`src/rtl/kb_arb_pkg.sv`:
```
// Shared types and constants for the keyboard / CPU data-memory write arbiter.
//   KB_BREAK, KB_EXT  : PS/2 set-2 prefix bytes (release, extended)
//   kb_dec_state_t    : scan-byte decoder states
//   kb_word_t         : 32-bit key word written to memory
package kb_arb_pkg;

  localparam int unsigned KB_WORD_W = 32;
  localparam int unsigned KB_CODE_W = 8;

  localparam logic [KB_CODE_W-1:0] KB_BREAK = 8'hF0;
  localparam logic [KB_CODE_W-1:0] KB_EXT   = 8'hE0;

  typedef logic [KB_WORD_W-1:0] kb_word_t;

  typedef enum logic [1:0] {
    S_NORMAL,
    S_EXT,
    S_BREAK
  } kb_dec_state_t;

  // Key word layout: bit 8 flags an E0-prefixed code, bits 7:0 carry the code.
  function automatic kb_word_t kb_make_word(input logic ext, input logic [KB_CODE_W-1:0] code);
    return {23'b0, ext, code};
  endfunction

endpackage

```
`src/rtl/kb_fifo.sv`:
```
// Synchronous key-event FIFO.
//   clk, rst (async, active-low)
//   push, push_data : enqueue request and word
//   pop             : dequeue request (ignored when empty)
//   full, empty     : status (combinational from pointers)
//   head            : word at the read pointer
// A push into a full FIFO is accepted only when a pop happens in the same cycle.
module kb_fifo
  import kb_arb_pkg::*;
#(
  parameter int unsigned DEPTH = 4
) (
  input  logic                 clk,
  input  logic                 rst,
  input  logic                 push,
  input  logic [KB_WORD_W-1:0] push_data,
  input  logic                 pop,
  output logic                 full,
  output logic                 empty,
  output logic [KB_WORD_W-1:0] head
);

  localparam int unsigned AW = (DEPTH > 1) ? $clog2(DEPTH) : 1;

  // Pointers carry one extra MSB so full and empty are distinguishable.
  logic [AW:0]          wr_ptr;
  logic [AW:0]          rd_ptr;
  logic [KB_WORD_W-1:0] mem [DEPTH];
  logic                 do_push;
  logic                 do_pop;

  assign empty   = (wr_ptr == rd_ptr);
  assign full    = (wr_ptr[AW] != rd_ptr[AW]) && (wr_ptr[AW-1:0] == rd_ptr[AW-1:0]);
  assign do_pop  = pop & ~empty;
  assign do_push = push & (~full | do_pop);
  assign head    = mem[rd_ptr[AW-1:0]];

  // Pointer update.
  always_ff @(posedge clk or negedge rst) begin
    if (!rst) begin
      wr_ptr <= '0;
      rd_ptr <= '0;
    end else begin
      if (do_push) wr_ptr <= wr_ptr + (AW+1)'(1);
      if (do_pop)  rd_ptr <= rd_ptr + (AW+1)'(1);
    end
  end

  // Storage needs no reset; only entries between the pointers are ever read out.
  always_ff @(posedge clk) begin
    if (do_push) mem[wr_ptr[AW-1:0]] <= push_data;
  end

endmodule

```
`src/rtl/kb_mem_arbiter.sv`:
```
// Keyboard event buffer and data-memory write-port arbiter.
// Scan bytes from the PS/2 receiver are turned into key words, queued, and
// written to KB_ADDR whenever the CPU is not storing; a starvation counter
// forces a keyboard slot after STARVE_LIMIT lost cycles.
// Optional build macro KB_ARB_BREAK_FILTER_EN: when defined, a decoder drops
// break sequences and tags E0-prefixed codes; when undefined every byte is
// queued raw.
// Ports:
//   clk, rst (async, active-low)
//   key_code, key_valid             : scan byte strobe from PS/2 receiver
//   cpu_we, cpu_addr, cpu_wdata     : CPU store request
//   cpu_stall                       : CPU store refused this cycle (comb)
//   mem_we, mem_addr, mem_wdata     : data-memory write port (comb)
//   key_ready                       : pulse, key word committed last cycle
//   ovf_clr, overflow               : sticky dropped-event flag and its clear
module kb_mem_arbiter
  import kb_arb_pkg::*;
#(
  parameter int unsigned FIFO_DEPTH   = 4,
  parameter logic [31:0] KB_ADDR      = 32'h0000_0000,
  parameter int unsigned STARVE_LIMIT = 8
) (
  input  logic        clk,
  input  logic        rst,
  input  logic [7:0]  key_code,
  input  logic        key_valid,
  input  logic        cpu_we,
  input  logic [31:0] cpu_addr,
  input  logic [31:0] cpu_wdata,
  output logic        cpu_stall,
  output logic        mem_we,
  output logic [31:0] mem_addr,
  output logic [31:0] mem_wdata,
  output logic        key_ready,
  input  logic        ovf_clr,
  output logic        overflow
);

  localparam int unsigned SW = (STARVE_LIMIT > 0) ? $clog2(STARVE_LIMIT + 1) : 1;

  logic                 push_c;
  logic [KB_WORD_W-1:0] push_word;
  logic                 fifo_full;
  logic                 fifo_empty;
  logic [KB_WORD_W-1:0] fifo_head;
  logic                 kb_grant;
  logic                 drop_c;
  logic [SW-1:0]        starve_cnt;

`ifdef KB_ARB_BREAK_FILTER_EN
  kb_dec_state_t dec_state;
  kb_dec_state_t dec_state_nxt;

  // Decoder state register.
  always_ff @(posedge clk or negedge rst) begin
    if (!rst) dec_state <= S_NORMAL;
    else      dec_state <= dec_state_nxt;
  end

  // Prefix bytes only steer the decoder; the byte after F0 is a release and is dropped.
  always_comb begin
    dec_state_nxt = dec_state;
    push_c        = 1'b0;
    push_word     = kb_make_word(1'b0, key_code);
    if (key_valid) begin
      case (dec_state)
        S_NORMAL: begin
          if (key_code == KB_BREAK)    dec_state_nxt = S_BREAK;
          else if (key_code == KB_EXT) dec_state_nxt = S_EXT;
          else                         push_c        = 1'b1;
        end
        S_EXT: begin
          if (key_code == KB_BREAK) begin
            dec_state_nxt = S_BREAK;
          end else begin
            push_c        = 1'b1;
            push_word     = kb_make_word(1'b1, key_code);
            dec_state_nxt = S_NORMAL;
          end
        end
        S_BREAK:  dec_state_nxt = S_NORMAL;
        default:  dec_state_nxt = S_NORMAL;
      endcase
    end
  end
`else
  // No decoding: every received byte becomes a key word.
  assign push_c    = key_valid;
  assign push_word = {24'b0, key_code};
`endif

  kb_fifo #(
    .DEPTH (FIFO_DEPTH)
  ) u_fifo (
    .clk       (clk),
    .rst       (rst),
    .push      (push_c),
    .push_data (push_word),
    .pop       (kb_grant),
    .full      (fifo_full),
    .empty     (fifo_empty),
    .head      (fifo_head)
  );

  // CPU wins unless idle or the keyboard has waited STARVE_LIMIT cycles.
  assign kb_grant = ~fifo_empty & (~cpu_we | (starve_cnt == SW'(STARVE_LIMIT)));
  assign drop_c   = push_c & fifo_full & ~kb_grant;

  // Write-port mux.
  always_comb begin
    mem_we    = cpu_we;
    mem_addr  = cpu_addr;
    mem_wdata = cpu_wdata;
    cpu_stall = 1'b0;
    if (kb_grant) begin
      mem_we    = 1'b1;
      mem_addr  = KB_ADDR;
      mem_wdata = fifo_head;
      cpu_stall = cpu_we;
    end
  end

  // Starvation counter, commit pulse and sticky overflow (a drop beats a clear).
  always_ff @(posedge clk or negedge rst) begin
    if (!rst) begin
      starve_cnt <= '0;
      key_ready  <= 1'b0;
      overflow   <= 1'b0;
    end else begin
      key_ready <= kb_grant;
      if (fifo_empty || kb_grant)
        starve_cnt <= '0;
      else if (cpu_we && (starve_cnt != SW'(STARVE_LIMIT)))
        starve_cnt <= starve_cnt + SW'(1);
      if (drop_c)       overflow <= 1'b1;
      else if (ovf_clr) overflow <= 1'b0;
    end
  end

endmodule

```
`config.mk`:
```
export PLATFORM = sky130hd
export DESIGN_NAME = kb_mem_arbiter
export DESIGN_NICKNAME = d
export VERILOG_FILES = /design/src/rtl/kb_arb_pkg.sv /design/src/rtl/kb_fifo.sv /design/src/rtl/kb_mem_arbiter.sv
export SDC_FILE = /design/constraint.sdc
export NUM_CORES = 1
export LEC_CHECK = 0
export ABC_AREA = 0
export BUFFER_PORTS_ARGS = -buffer_cell sky130_fd_sc_hd__buf_2
export CORE_MARGIN = 2
export CORE_UTILIZATION = 39
export DETAILED_ROUTE_END_ITERATION = 6
export PLACE_DENSITY = 0.77
export SLEW_MARGIN = 20
export SYNTH_ARGS = -nofsm -noshare
export SYNTH_HDL_FRONTEND = slang
export SYNTH_SLANG_ARGS = --single-unit
```
`constraint.sdc`:
```
create_clock -name clk -period 1.68 [get_ports clk]
set_input_delay 0.084 -clock clk [delete_from_list [all_inputs] [get_ports clk]]
set_output_delay 0.084 -clock clk [all_outputs]
set_load 0.1 [all_outputs]
```
==> run summary, run 1 <==
The run finished, with violations left. The final reports fail on negative setup slack. The die footprint came out at 6610 sq um. The area growth from synthesis to layout is 130%. Clock tree synthesis found a total of 44 sinks.

The total count of max-transition violations in the final report is 0. The most heavily used metal layer in global routing is met2. The worst setup path is captured at an output port. In the routed design, unresolved DRC markers number 0.

The number of synthesized register bits came out at 44. The final clock skew is 0.00600 ns. sky130_fd_sc_hd__edfxtp_1 takes more of the synthesized area than any other cell. The sequential share of the synthesized area came out at 54.1%.

The post-route clock period utilization is 130%. Among all flip-flop cells after synthesis, the most frequent one is sky130_fd_sc_hd__edfxtp_1. In this run the remaining antenna-violating nets after routing total 0. The count of buffers added on input and output ports is 144. The number of enable-type register cells in the synthesized netlist is 32. The maximum net fanout on the critical path came out at 13. Clock latency on the worst-skew pair, taken at its later pin, is roughly 0.31 ns.

The maximum number of pins on one net before global-route repair is 19. Setup violations remaining at the end of the flow were counted as 102. Static timing analysis puts the maximum clock frequency at 0.458 GHz.

In the global route stage, met2 resource usage came out at 58.3%. The post-synthesis net count came out at 255. The mapped netlist covers 2330 sq um. The max-slew headroom at the worst pin came out at 66.7%.

The final antenna diode count came out at 0. Leaving out fill and tap cells, the most frequent cell in the layout is sky130_fd_sc_hd__buf_2. The effective utilization at floorplan is 39.8%. For this run, the number of Yosys warnings is 0. The worst-case clock buffer depth came out at 2. The final cell count without fillers is 439. The number of buffers inserted during clock tree synthesis came out at 5. The global placer's final weighted congestion is 0.765. The fraction of final layout cells sized beyond drive strength 1 came out at around four fifths. The minimum clock period is 2.18 ns.

The final core utilization came out at 91.6%. After the first detailed-routing iteration, the DRC count stood at 72. The final global-route overflow total is 0.

The critical path launch point type is a register. The number of ports placed on the die boundary came out at roughly 150. Setup repair after global routing could not meet its margin everywhere.

Clock-pin slew was measured on the worst setup and hold paths at 0.08 ns. The clock root buffer master is sky130_fd_sc_hd__clkbuf_8. In this run the register-to-register setup slack is -0.26 ns. The mean instance size in the synthesized netlist came out at ~14 sq um. The per-cell via count in the routed design is a little over 5. The number of hold violations in the final report came out at 0. In the post-synthesis netlist, the biggest area contributors are sky130_fd_sc_hd__edfxtp_1 (41%), sky130_fd_sc_hd__nor2b_1 (15%), sky130_fd_sc_hd__dfrtp_1 (13%). The die extent in y is between 80 and 90 um. Row generation in the floorplan step produced 28 rows. For the worst setup path, the data required time is roughly 1.6 ns. At the pin with the least slew margin, the transition time is around 0.50 ns.

The width of the chip is 81.3 um. The routed wire length came out at 10800 um. In this run, placement finished with an instance count of approximately 420. The number of maximum-capacitance violations came out at 0. For this run, the post-layout net count is 447. The average detailed-routed wire length per instance is 24.6 um. The H-tree was split into 2 levels. After layout, the worst setup slack is -0.505 ns. The number of detailed-routing iterations run before antenna repair is 4. Leaving out fill and tap cells, the most frequent cells in the layout are sky130_fd_sc_hd__buf_2 (78), sky130_fd_sc_hd__buf_12 (76), sky130_fd_sc_hd__nor2b_4 (55). The detailed placer's ending HPWL is 5390 um. Summed over its instances, the top area cell type makes up 41.2% of the synthesized netlist area. The share of flip-flops with an asynchronous set or reset after synthesis came out at between 20% and 30%. The worst hold slack is 0.00671 ns. For the worst setup path, the data arrival time is 2.10 ns. The detailed-route via count is 2236. The initial antenna violation count was 0. The instance count of the mapped netlist came out at 171. The met3 usage in global routing is 6.78%.

The first global-routing pass estimated 14200 um of wire. The critical path is of the register to output port type. The synthesized netlist contains 25 unique library cells.

The number of global-route vias before repair was 2443. TritonCTS built the clock tree. Fill cells in the final layout number about 190. Global routing used a little under a third of the available tracks across all layers.

The met1 track utilization from global routing came out at between 20% and 30%. The type of the worst min-delay path is input port to register. The core outline area came out at 5850 sq um.
## worst paths after layout
kind,depth (start not counted),start,to
setup / recovery,7,starve_cnt[0]$_DFFE_PN0P_,mem_wdata[3]
hold / removal,1,key_code[7],u_fifo.mem[1][7]$_DFFE_PP_
setup reg to reg,8,starve_cnt[0]$_DFFE_PN0P_,u_fifo.mem[3][7]$_DFFE_PP_
hold reg to reg,2,overflow$_DFFE_PN0P_,overflow$_DFFE_PN0P_
max in group asynchronous,2,rst,u_fifo.wr_ptr[0]$_DFFE_PN0P_
min in group asynchronous,2,rst,key_ready$_DFF_PN0_
## per-layer routing
layer | vias up | routed length, um | part of all wire [%]
li1 | 974 | - | -
met1 | 1081 | 3360 | 31
met2 | 140 | 6160 | 57
met3 | 41 | 690 | 6.4
met4 | 0 | 569 | 5.3
met5 | - | 0 | 0
## state kept, by name, summed over array words and instances, names as in the netlist
| name | flops |
|---|---|
| starve_cnt | 4 |
| u_fifo.rd_ptr | 3 |
| overflow | 1 |
| key_ready | 1 |
| u_fifo.mem | 32 |
| u_fifo.wr_ptr | 3 |
## critical path, cell delays in order, from the launching register on
cell	delay [ns]
sky130_fd_sc_hd__dfrtp_1	0.41
sky130_fd_sc_hd__inv_2	0.09
sky130_fd_sc_hd__ha_4	0.12
sky130_fd_sc_hd__nand3b_1	0.16
sky130_fd_sc_hd__a32oi_4	0.30
sky130_fd_sc_hd__buf_12	0.21
sky130_fd_sc_hd__mux2_4	0.33
sky130_fd_sc_hd__buf_12	0.17
## cells by family after synthesis
family                     count (synthesis)  share of synthesized area (%)
AOI/OAI and AO/OA                          4                           1.72
and+or+nand+nor                           72                           18.7
muxes                                     18                           13.9
xor gates and xnor gates                   9                           3.71
DFF                                       44                           54.1
buffers and inverters                     17                           4.14
adders and majority gates                  7                           3.76
## synthesized netlist by cell type (3+ instances only)
| cell type | count |
|---|---|
| sky130_fd_sc_hd__mux2_2 | 10 |
| sky130_fd_sc_hd__xnor2_1 | 7 |
| sky130_fd_sc_hd__nor2b_1 | 55 |
| sky130_fd_sc_hd__nor2_1 | 4 |
| sky130_fd_sc_hd__ha_1 | 7 |
| sky130_fd_sc_hd__and2_1 | 4 |
| sky130_fd_sc_hd__buf_2 | 4 |
| sky130_fd_sc_hd__inv_1 | 8 |
| sky130_fd_sc_hd__edfxtp_1 | 32 |
| sky130_fd_sc_hd__dfrtp_1 | 12 |
| sky130_fd_sc_hd__mux4_1 | 8 |
| sky130_fd_sc_hd__nand3_1 | 3 |
| sky130_fd_sc_hd__buf_6 | 3 |
## repair_timing
action	in CTS	in global routing
resized for setup	168	28
setup endpoints to repair	100	104
setup buffers	4	8
pin swaps	6	5
cloned	0	1
endpoints found under the hold margin	21	0
hold buffers	4	0
## cell type report
type	instances	area, sq um	share of cell area [%]
multi-input cells	110	1550	28.8
flip-flops and latches	44	1260	23.6
well taps	75	93.8	1.75
repair buffers	194	2310	43.2
clock inverters	3	42.5	0.794
inverters	8	30.0	0.560
clock buffers	5	68.8	1.28
## through the flow
stage	setup slack (ns)	TNS [ns]	instance area [sq um]
finish	-0.505	-37.23	5360
global route	-0.534	-39.94	5360
CTS	-0.454	-25.15	5180
detailed placement	-0.124	-8.49	4390
global placement	-0.0785	-4.56	4390
floorplan	-0.0846	-1.84	2860
Power of run 1 is left out: the tool's default activity adds up to more than one toggle a clock period on the data nets, which glitch-free logic cannot reach.
==> run 2: changes to the inputs <==
CORE_MARGIN = unset   (was 2)
CTS_CLUSTER_SIZE = 25   (was unset)
==> run 2 against run 1 <==
The run still ends with negative setup slack left. Sequential share of layout area increased by 0.11 points. Sequential cell count unchanged. Register-to-register slack got worse by 0.16 ns. Cell area decreased by 0.28%. Die area decreased by 4.9%. Critical endpoint is now mem_wdata[2]. Largest cell class unchanged.
==> run summary, run 2 (synthesis results as in run 1) <==
The clock-pin slew on the worst setup and hold paths came out at 0.08 ns. The critical path ends at mem_wdata[2]. Summed over all layers, the routed wires come to 11900 um. The total power draw is 12.4 mW. The longest clock path from root to sink contains 2 buffers. Global routing finished with a remaining overflow of 0. The number of hold violations in the final report was 0. Among the stages of the critical path, the cell type that occurs most often is sky130_fd_sc_hd__buf_12.

In this run the vertical extent of the chip is between 70 and 80 um. The number of buffers and inverters on the critical path is 3. Setup slack on the worst reg-to-reg path comes out at -0.42 ns. The library cell used most frequently in the layout, excluding fill and tap cells, is sky130_fd_sc_hd__buf_2. The count of routing violations after the opening detailed-route iteration came out at 134. The beginning of the critical path is starve_cnt[0]$_DFFE_PN0P_. The leakage power summed over all cells came out at 2.47 nW. The depth of the worst hold-timing path came out at 1.

The path length in cells of the critical path is 7. The count of nets left with antenna violations once routing finished came out at 0. The number of cells on the worst reg-to-reg path came out at 9. The detailed-route via count came out at 2382. After detailed routing, the average wire length per cell comes to 26.7 um. The maximum vdd ir drop is 1.76 mV. The minimum clock period is 2.25 ns. The number of clock sinks came out at 44.

The sum of negative setup slack came out at -48.58 ns. The effective utilization at floorplan is approximately two fifths. The end of the worst register-to-register path is u_fifo.mem[1][4]$_DFFE_PP_. The worst setup slack after layout is -0.569 ns. After detailed routing, the number of vias per cell comes to between 5 and 6. After detailed routing, the number of remaining DRC violations is 0.

The tree is rooted in a sky130_fd_sc_hd__clkbuf_8. The die footprint is 6290 sq um. For this design the ratio of total power to cell area is 2320 nW/um^2. STA classifies the critical path startpoint as a register.

The overall track demand over capacity in global routing came out at about a third. The number of buffers inserted during clock tree synthesis is 5. The number of maximum-capacitance violations came out at 0. The number of global-route vias before repair was 2386.

During placement, the flow inserted port buffers numbering about 140. The run finished, with violations left. The first detailed-routing pass ran for 4 iterations. The type of element capturing the critical path is an output port. The slowest library cell on the worst path is sky130_fd_sc_hd__dfrtp_1.

The final clock skew came out at 0.0160 ns. The area growth from synthesis to layout is 129%. The maximum achievable frequency came out at 0.445 GHz.

Routability-driven placement finished with a final weighted congestion of 0.817. The post-route clock period utilization came out at 134%. Once layout is done, the placed cells without fillers occupy around 5300 sq um.

The placed standard-cell area came out at about 4000 sq um. The total area inside the core boundary comes to 5640 sq um. The number of nets in the layout came out at 457. The width of the chip came out at 79.3 um. The maximum level of the CTS H-tree came out at 2.

The first-pass GRT wire length is 14500 um. In the final layout, the multi-input gates occupy ~1500 sq um. Across the whole layout, storage elements account for 1270 sq um. Setup repair after global routing could not meet its margin everywhere. The signal on the critical path passes through inv_1 > ha_1 > nand3b_1 > a32oi_4 > buf_12 > mux2_4 > buf_12. The top cell family by delay on the critical path is buffers and inverters. The final reports fail on negative setup slack. The maximum net fanout on the critical path came out at 7. The total count of max-transition violations in the final report was 0. The worst setup path is of the register to output port kind. The floorplan has 27 rows. The launch point of the worst reg-to-reg path is starve_cnt[0]$_DFFE_PN0P_.

TritonCTS built the clock tree. The pre-CTS setup slack is -0.194 ns. The maximum number of pins on one net before global-route repair came out at 14. The largest single stage delay on the critical path is 0.40 ns.

The number of fillers in the final layout is 129. The arrival time of data at the critical path endpoint came out at 2.16 ns. The detailed placer's ending HPWL is 5120 um. The max-slew headroom at the worst pin came out at about two thirds.

The register with the most flip-flops in the layout has 32 of them. The min-delay analysis places its worst path in the category input port to register. The fraction of final layout cells sized beyond drive strength 1 is 77.2%. The library cells used most frequently in the layout, excluding fill and tap cells, are sky130_fd_sc_hd__buf_2 (78), sky130_fd_sc_hd__buf_12 (72), sky130_fd_sc_hd__nor2b_4 (55).

For the pin with the worst max-slew slack, the measured transition is 0.501 ns. The initial antenna violation count came to 2. The critical path data required time is 1.60 ns. The clock network latency to the later pin of the worst-skew pair came out at 0.31 ns. The number of ports placed on the die boundary came out at 145.

The final setup violation count is 105.
==> run 2: cell types whose count changed in the layout (fill, tap and decap cells not counted), moves of 4 or more <==
cell / change
sky130_fd_sc_hd__buf_4: +12
sky130_fd_sc_hd__buf_12: -4
sky130_fd_sc_hd__buf_6: -4
sky130_fd_sc_hd__dlygate4sd3_1: +5
==> run 2: metrics by stage <==
step	instances	hold slack [ns]	util, %
floorplan	171	-0.212	-
global placement	411	-0.0202	70.7
detailed placement	411	-0.0218	70.7
CTS	434	0.00172	91.8
global route	446	0.0297	94.7
finish	446	0.0264	94.7
==> run 2: power by group <==
part / switching [mW] / total [mW] / internal (mW)
combinational: 6.02 / 10.0 / 4.03
clock: 0.368 / 0.649 / 0.282
sequential: 0.231 / 1.71 / 1.48
==> run 2: worst min path at each step <==
stage	from	to	slack [ns]
floorplan	rst	key_ready$_DFF_PN0_	-0.21
global placement	rst	overflow$_DFFE_PN0P_	-0.02
detailed placement	rst	starve_cnt[2]$_DFFE_PN0P_	-0.02
CTS	key_code[7]	u_fifo.mem[0][7]$_DFFE_PP_	0.002
global route	key_code[1]	u_fifo.mem[3][1]$_DFFE_PP_	0.03
finish	key_code[1]	u_fifo.mem[1][1]$_DFFE_PP_	0.03
==> run 2: repair_timing <==
action / in CTS / in global routing
setup endpoints to repair: 100 / 109
cloned: 0 / 1
endpoints found under the hold margin: 35 / 4
pin swaps: 7 / 5
setup buffers: 9 / 9
hold buffers: 8 / 1
resized for setup: 256 / 11
==> run 2: area by class of cell <==
cell class	instances	area share [%]
Antenna cell	1	0.0468
Clock buffer	5	1.29
Clock inverter	2	0.234
Inverter	8	0.562
Multi-Input combinational cell	110	28.4
Sequential cell	44	23.7
Tap cell	72	1.69
Timing Repair Buffer	204	44.1
==> run 2: worst register-to-register path: cells and delay by family, from the launching register on <==
family,cells,cell delay [ns]
adder cells (fa/ha/maj),1,0.18
AND/OR/NAND/NOR,3,0.51
buffers and inverters,4,0.54
flip-flops,1,0.40
AO/OA/AOI/OAI,1,0.19
==> run 2: per-layer routing <==
layer | wire length [um] | vias up | track usage (%)
li1 | - | 994 | -
met1 | 3870 | 1187 | 35.8
met2 | 6450 | 154 | 61.6
met3 | 926 | 45 | 5.40
met4 | 658 | 2 | 17.3
met5 | 12 | - | 0
Note: power is estimated with default switching activity, not from simulation.
